`src/rtl/lcd_spi_rx.sv`:
```
// Serial LCD-style line receiver: MODE/ADDR/DATA/DUMMY framing, valid/ready word output.
// Optional 16-bit line counter output enabled with LCD_SPI_RX_LINECOUNT_EN.
module lcd_spi_rx #(
  parameter int LINE_BITS = 336,
  parameter int ADDR_W    = 10,
  parameter int DATA_W    = 16
) (
  input  logic              clk12,
  input  logic              reset_n,
  input  logic              lcd_sclk,
  input  logic              lcd_si,
  input  logic              lcd_scs,
  output logic [ADDR_W-1:0] line_addr,
  output logic [DATA_W-1:0] data,
  output logic              data_valid,
  input  logic              data_ready,
  output logic              line_done,
  output logic              frame_done,
  output logic              clear_req,
  output logic              err_trunc,
  output logic              err_ovf
`ifdef LCD_SPI_RX_LINECOUNT_EN
  ,
  output logic [15:0]       line_count
`endif
);

  localparam int MAX_A = (DATA_W > ADDR_W) ? DATA_W : ADDR_W;
  localparam int SH_W  = (MAX_A > 8) ? MAX_A : 8;
  localparam int MAX_C = (LINE_BITS > SH_W) ? LINE_BITS : SH_W;
  localparam int CNT_W = $clog2(MAX_C + 1);
  localparam int WC_W  = $clog2(DATA_W);

  typedef enum logic [2:0] {IDLE, MODE, ADDR, DATA, DUMMY, SKIP} state_t;

  state_t state, state_next;

  logic [2:0]       sclk_sync, scs_sync;
  logic [1:0]       si_sync;
  logic [1:0]       settle;
  logic             armed;
  logic [CNT_W-1:0] cnt, cnt_next;
  logic [WC_W-1:0]  wcnt, wcnt_next;
  logic [SH_W-2:0]  sreg;
  logic [SH_W-1:0]  sh_next;

  logic sclk_rise, scs_s, scs_start, scs_fall, sample;
  logic word_done, addr_done, clear_hit, line_hit, frame_hit, trunc_hit;

  // Synchronizer stage: two flops per input, a third for edge detection
  always_ff @(posedge clk12) begin
    if (!reset_n) begin
      sclk_sync <= '0;
      scs_sync  <= '0;
      si_sync   <= '0;
    end else begin
      sclk_sync <= {sclk_sync[1:0], lcd_sclk};
      scs_sync  <= {scs_sync[1:0], lcd_scs};
      si_sync   <= {si_sync[0], lcd_si};
    end
  end

  // A frame start is accepted only once scs has been seen low after reset,
  // so a select still asserted across reset cannot masquerade as a fresh edge.
  always_ff @(posedge clk12) begin
    if (!reset_n) begin
      settle <= '0;
      armed  <= 1'b0;
    end else if (settle != 2'd2) begin
      settle <= settle + 2'd1;
    end else if (!scs_s) begin
      armed <= 1'b1;
    end
  end

  assign sclk_rise = sclk_sync[1] & ~sclk_sync[2];
  assign scs_s     = scs_sync[1];
  assign scs_start = scs_sync[1] & ~scs_sync[2] & armed;
  assign scs_fall  = ~scs_sync[1] & scs_sync[2];
  assign sample    = sclk_rise & scs_s;
  assign sh_next   = {sreg, si_sync[1]};

  always_ff @(posedge clk12) begin
    if (!reset_n) state <= IDLE;
    else          state <= state_next;
  end

  always_comb begin
    state_next = state;
    cnt_next   = cnt;
    wcnt_next  = wcnt;
    word_done  = 1'b0;
    addr_done  = 1'b0;
    clear_hit  = 1'b0;
    line_hit   = 1'b0;
    frame_hit  = 1'b0;
    trunc_hit  = 1'b0;
    if (scs_fall) begin
      state_next = IDLE;
      cnt_next   = '0;
      wcnt_next  = '0;
      case (state)
        MODE, ADDR: if (cnt == '0) frame_hit = 1'b1;
                    else           trunc_hit = 1'b1;
        DATA, DUMMY: trunc_hit = 1'b1;
        SKIP:        frame_hit = 1'b1;
        default: ;
      endcase
    end else begin
      case (state)
        IDLE: if (scs_start) begin
          state_next = MODE;
          cnt_next   = '0;
        end
        MODE: if (sample) begin
          if (cnt == CNT_W'(7)) begin
            cnt_next = '0;
            // Clear wins over write when both mode bits are set
            if (sh_next[5]) begin
              clear_hit  = 1'b1;
              state_next = SKIP;
            end else if (sh_next[7]) begin
              state_next = ADDR;
            end else begin
              state_next = SKIP;
            end
          end else begin
            cnt_next = cnt + CNT_W'(1);
          end
        end
        ADDR: if (sample) begin
          if (cnt == CNT_W'(ADDR_W - 1)) begin
            addr_done  = 1'b1;
            cnt_next   = '0;
            wcnt_next  = '0;
            state_next = DATA;
          end else begin
            cnt_next = cnt + CNT_W'(1);
          end
        end
        DATA: if (sample) begin
          if (wcnt == WC_W'(DATA_W - 1)) begin
            word_done = 1'b1;
            wcnt_next = '0;
          end else begin
            wcnt_next = wcnt + WC_W'(1);
          end
          if (cnt == CNT_W'(LINE_BITS - 1)) begin
            cnt_next   = '0;
            state_next = DUMMY;
          end else begin
            cnt_next = cnt + CNT_W'(1);
          end
        end
        DUMMY: if (sample) begin
          if (cnt == CNT_W'(7)) begin
            line_hit   = 1'b1;
            cnt_next   = '0;
            state_next = ADDR;
          end else begin
            cnt_next = cnt + CNT_W'(1);
          end
        end
        default: ;
      endcase
    end
  end

  // Output stage: shift register, line address, word handshake and flags
  always_ff @(posedge clk12) begin
    if (!reset_n) begin
      cnt        <= '0;
      wcnt       <= '0;
      sreg       <= '0;
      line_addr  <= '0;
      data       <= '0;
      data_valid <= 1'b0;
      line_done  <= 1'b0;
      frame_done <= 1'b0;
      clear_req  <= 1'b0;
      err_trunc  <= 1'b0;
      err_ovf    <= 1'b0;
    end else begin
      cnt        <= cnt_next;
      wcnt       <= wcnt_next;
      line_done  <= line_hit;
      frame_done <= frame_hit;
      clear_req  <= clear_hit;
      if (sample)    sreg      <= sh_next[SH_W-2:0];
      if (addr_done) line_addr <= sh_next[ADDR_W-1:0];
      if (trunc_hit) err_trunc <= 1'b1;
      if (word_done) begin
        if (data_valid && !data_ready) begin
          err_ovf <= 1'b1;
        end else begin
          data       <= sh_next[DATA_W-1:0];
          data_valid <= 1'b1;
        end
      end else if (data_valid && data_ready) begin
        data_valid <= 1'b0;
      end
    end
  end

`ifdef LCD_SPI_RX_LINECOUNT_EN
  always_ff @(posedge clk12) begin
    if (!reset_n)      line_count <= '0;
    else if (line_hit) line_count <= line_count + 16'd1;
  end
`endif

endmodule

```
`config.mk`:
```
export PLATFORM = sky130hd
export DESIGN_NAME = lcd_spi_rx
export DESIGN_NICKNAME = d
export VERILOG_FILES = /design/src/rtl/lcd_spi_rx.sv
export SDC_FILE = /design/constraint.sdc
export NUM_CORES = 1
export LEC_CHECK = 0
export BUFFER_PORTS_ARGS = -buffer_cell sky130_fd_sc_hd__buf_2
export CAP_MARGIN = 20
export CORE_UTILIZATION = 45
export CTS_BUF_LIST = sky130_fd_sc_hd__clkbuf_8
export CTS_CLUSTER_DIAMETER = 200
export DETAILED_ROUTE_END_ITERATION = 7
export MAX_ROUTING_LAYER = met4
export PLACE_DENSITY_LB_ADDON = 0.08
export SETUP_SLACK_MARGIN = 0.4
export SYNTH_ARGS = -nofsm -noshare
export SYNTH_HDL_FRONTEND = slang
export SYNTH_SLANG_ARGS = --single-unit
```
`constraint.sdc`:
```
create_clock -name clk12 -period 1.8 [get_ports clk12]
set_input_delay 0.18 -clock clk12 [delete_from_list [all_inputs] [get_ports clk12]]
set_output_delay 0.18 -clock clk12 [all_outputs]
set_load 0.005 [all_outputs]
```
## Word-level counts from Yosys, hierarchy flattened

Cells that the tools add are included.

- $add $sub $neg: 3
- Eq/ne operators: 21
- Multiplexer cells: 43
- Bitwise operators: 15
- Reduce and logical (&&, ||, !) cells: 23

Operator list:

| cell | number |
|---|---|
| 9-bit 2-to-1 mux | 7 |
| 9-bit case mux with 4 select lines | 1 |
| 3-bit 2-to-1 mux | 11 |
| 2-bit != test, second input constant | 11 |
| 1-bit 2-to-1 mux | 16 |
| 4-bit 2-to-1 mux | 4 |
| 3-bit case mux with 5 select lines | 1 |
| 1-bit NOT | 10 |
| 10-bit AND reduction | 1 |
| 2-bit AND reduction | 5 |
| 9-bit by 1-bit adder with 9-bit output, second input constant | 1 |
| 9-bit by 3-bit equality test with 1-bit output, second input constant | 1 |
| 9-bit by 4-bit equality test with 1-bit output, second input constant | 1 |
| 9-bit equality test, second input constant | 1 |
| 9-bit zero test | 1 |
| 4-bit case mux with 2 select lines | 1 |
| 2-bit OR reduction | 4 |
| 3-bit by 2-bit equality test with 1-bit output, second input constant | 2 |
| 3-bit equality test, second input constant | 2 |
| 1-bit AND | 5 |
| 5-bit AND reduction | 1 |
| 5-bit nonzero test | 1 |
| 5-bit OR reduction | 1 |
| 4-bit by 1-bit adder with 4-bit output, second input constant | 1 |
| 12 further kinds | 15 |

- Register bits after elaboration: 74
- Bits of input ports: 6
- Output and inout port bits: 32
- Logic and storage cells: 122

## Longest topological paths before layout

- Depth after elaboration: 8
- Mapped depth: 8
- Gate-level depth less buffers: 6

## Least setup slack after synthesis

Ideal clock, no wire load.

- Path kind: flip-flop to flip-flop
- Start point: reg cnt[0]
- End point: reg state[0]
- Library setup time: 118 ps
- Data arrival time: 1,652 ps
- Setup slack: 31 ps
- Stages on the path, launching flop included: 7
- Buffers on the path: 0
- Clock period less this slack: 1,769 ps
- Cell sequence: dfxtp_1 > ha_1 > and4_1 > a31o_1 > a211oi_4 > nor2_2 > o2111a_1

- Cells in the longest elaborated chain, start to end: 3
- Elaborated cells between the ends (all ways): 8
- Those cells by class: 7 x eq/ne; 1 x reduce/logical

RTL lines:

| what | line | RTL |
|---|---|---|
| start, declared | 42 | `logic [CNT_W-1:0] cnt, cnt_next;` |
| start signal, assigned | 184 | `cnt <= cnt_next;` |
| 9-bit equality test, or another cell as far along | 148 | `if (cnt == CNT_W'(LINE_BITS - 1)) begin` |
| 2-bit != test (no line) | n/a |  |
| 10-bit AND reduction (no line) * | n/a |  |
| end signal, assigned | 85 | `else state <= state_next;` |
| end, declared | 36 | `state_t state, state_next;` |

Every way passes the cells marked *; elsewhere a longest branch is shown, timed or not.
A chain may end at the register's enable or synchronous reset.

## Worst setup path after layout

- Start point: reg cnt[1]
- End point: reg state[0]

The elaborated chain is that of the path after synthesis.

==> run summary <==
Drt via density - 5.06
Min Tclk post-route - 1.67 ns
Worst r2r src - cnt[1]$_SDFFE_PP0P_
Busiest grt layer - met2
Die height - 87.2 um
Total power - 0.00338 W
Routed Antenna Nets - 0
Leakage - 1.68 nW
H-tree depth - 3
GRT met3 Usage - 3.70%
Root buffer cell - clkbuf_8
Iter 0 DRT Violations - 86
DP Wirelength - 4400 um
Post-synth top flop - dfxtp_1
Slew HR - 69.0%
Post-Route Setup TNS - 0 ns
Max Cap Violations - 0
Async SR Flop Fraction - 0%
Clk buf depth - 2
Most frequent cells in the layout - 62 x dfxtp_1, 38 x nand2_1, 37 x buf_2
Met2 usage - 28.6%
Cell count after synthesis - 328
RSZ-0062 raised after global routing - yes
Status - finished, final reports clean
Largest net degree at the start of global routing - 57
Router iterations before antenna repair - 4
Post-synthesis average cell area - 9.96 sq um
Global Route Usage Sum - 19.6%
Crit Path Max Fanout - 5
Row Count - 30
First-pass GRT wire length - 11100 um
Final Cycle Share - 93.0%
WL final - 6840 um
Final setup vio count - 0
WP data arrival - 1.90 ns
Final GP Congestion - 0.874
Worst-Margin Slew - 0.461 ns
Seq cells post-synth - 74
I/O Pins - 38
Reg-to-reg critical path endpoint - state[0]$_SDFFE_PP0P_
Reg2reg path depth - 7
Vias in the first global route - 2265
Crit path largest cell delay - 0.35 ns
Die Wd - 87.2 um
Sequential area share after synthesis - 45.4%
Ant. Diodes - 0
Slowest library cell on the worst path - dfxtp_4
Number of synthesized flops with an enable pin - 0
CTS tree - built
DP Area - 3720 sq um
Warnings from Yosys - 0
Worst EP required - 2.03 ns
Core ar. - 6910 sq um
Clock-pin slew on the worst setup and hold paths - 0.08 ns
Via count - 2533
Syn_nets - 339
Critical path type - flip-flop to flip-flop
GR Util met1 - 26.8%
Final net count - 412
Congestion Overflow GR - 0
Die Area - 7600 sq um
# DRC - 0
# clock sinks - 74
Crit path cell chain - ha_4 -> and4_1 -> a31o_1 -> a211oi_4 -> buf_6 -> nor2_4 -> o2111a_1
Area growth syn-to-layout - 32.0%
Setup crit end kind - flip-flop
Clk_lat worst skew - 0.34 ns
Register-to-register setup slack - 0.13 ns
Most common cell after layout, fill and taps aside - dfxtp_1
CP delay by family, top - compound AO/OA/AOI/OAI gates
Hold crit path type - input pin to flip-flop
Peak VDD IR - 0.436 mV
Clk_skew - 0.0109 ns
Hold Crit Depth - 2
Hold path startpoint - lcd_sclk
Synth Cell Area - 3270 sq um
Yosys cell types - 57
Critical Path Start Type - flip-flop
Initial antenna violation count - 0
F_max - 0.597 GHz
Share of layout cells above drive strength 1 - 38.5%
Fin. Hold Viols - 0
Pwr/cell area - 784 nW/um^2
IO Port Bufs - 37
Initial core utilization - 47.3%
Final std cell area, no fill - 4310 sq um
Hold endpoint - sclk_sync[0]$_SDFF_PN0_
Bufs and invs on worst path - 1
Worst Setup SP - cnt[1]$_SDFFE_PP0P_
Slew Viols, Final - 0
Average wire per standard cell - 13.7 um
Total CTS buffers - 9
[cell usage after synthesis (5+ instances only)]
cell type,instances,area (sq um)
xnor2_1,9,78.8
dfxtp_1,74,1480
a21boi_0,16,120
nor2_1,7,26.3
nor2b_1,29,181
nand3_1,6,30.0
ha_1,5,62.6
and3_1,5,31.3
nor3_1,9,45.0
nand2_1,39,146
o21ai_0,5,25.0
a21oi_1,6,30.0
mux2i_1,26,260
and2_1,11,68.8
inv_1,6,22.5
nor2_2,8,50.1
clkbuf_1,7,26.3
[power by group]
part | leakage, nW | total [W] | internal [W] | switching (W)
combinational | 0.963 | 0.000240 | 0.000123 | 0.000117
sequential | 0.605 | 0.00169 | 0.00166 | 0.0000224
clock | 0.108 | 0.00145 | 0.000849 | 0.000605
[metrics by stage]
stage	utilization [%]	cells	setup slack, ns	hold slack [ns]
floorplan	-	328	0.193	0.307
global placement	53.9	468	0.124	0.386
detailed placement	53.9	468	0.112	0.389
CTS	61.3	497	0.138	0.0371
global route	62.4	501	0.0975	0.0491
finish	62.4	501	0.125	0.0478
[flip-flops by register name, indices dropped and copies added (netlist names)]
register and cells:
settle 2, data 16, armed 1, line_done 1
si_sync 2, clear_req 1, data_valid 1, wcnt 4
scs_sync 3, sclk_sync 3, state 3, err_ovf 1
line_addr 10, sreg 15, err_trunc 1, frame_done 1
cnt 9
[cell type report]
type                            instances  area [sq um]
Fill cell                             625          2600
Clock inverter                          4          75.1
Clock buffer                           11           151
Inverter                                6          22.5
Timing Repair Buffer                   79           588
Tap cell                               96           120
Multi-Input combinational cell        231          1840
Sequential cell                        74          1510
[worst max path at each step]
stage	slack (ns)	end	cells after the start
after CTS	0.14	state[0]$_SDFFE_PP0P_	7
after global routing	0.1	state[0]$_SDFFE_PP0P_	7
after detailed placement	0.11	wcnt[3]$_SDFFE_PP0P_	5
after global placement	0.12	state[2]$_SDFFE_PP0P_	5
after floorplan	0.19	state[0]$_SDFFE_PP0P_	6
final	0.13	state[0]$_SDFFE_PP0P_	7
[metal layers]
metal  up-vias  wire length [um]
met5         -                 0
met4         0                85
met3         6               248
met2        53              3100
met1      1195              3400
li1       1279                 -
[logic make-up (layout without fill, tap and decap cells)]
kind of cell    Yosys count  after routing  synth area share (%)
buf+inv                  23            100                  3.72
fa+ha+maj                 6              6                  2.22
flops                    74             74                  45.4
simple gates            141            141                  26.4
mux                      26             26                  7.97
compound gates           47             47                  11.4
xor+xnor                 11             11                  2.95
[worst register-to-register path: stages (launching register included)]
cell and delay, ns:
dfxtp_4 0.35, ha_4 0.16, and4_1 0.19, a31o_1 0.21, a211oi_4 0.21, buf_6 0.16
nor2_4 0.04, o2111a_1 0.24
[what timing repair did]
action	4_1_cts	5_1_grt
cloned	1	0
hold buffers	0	0
setup buffers	13	4
pin swaps	25	16
endpoints found under the setup margin	46	56
gates resized for setup	42	16
Note: power is estimated with default switching activity, not from simulation.
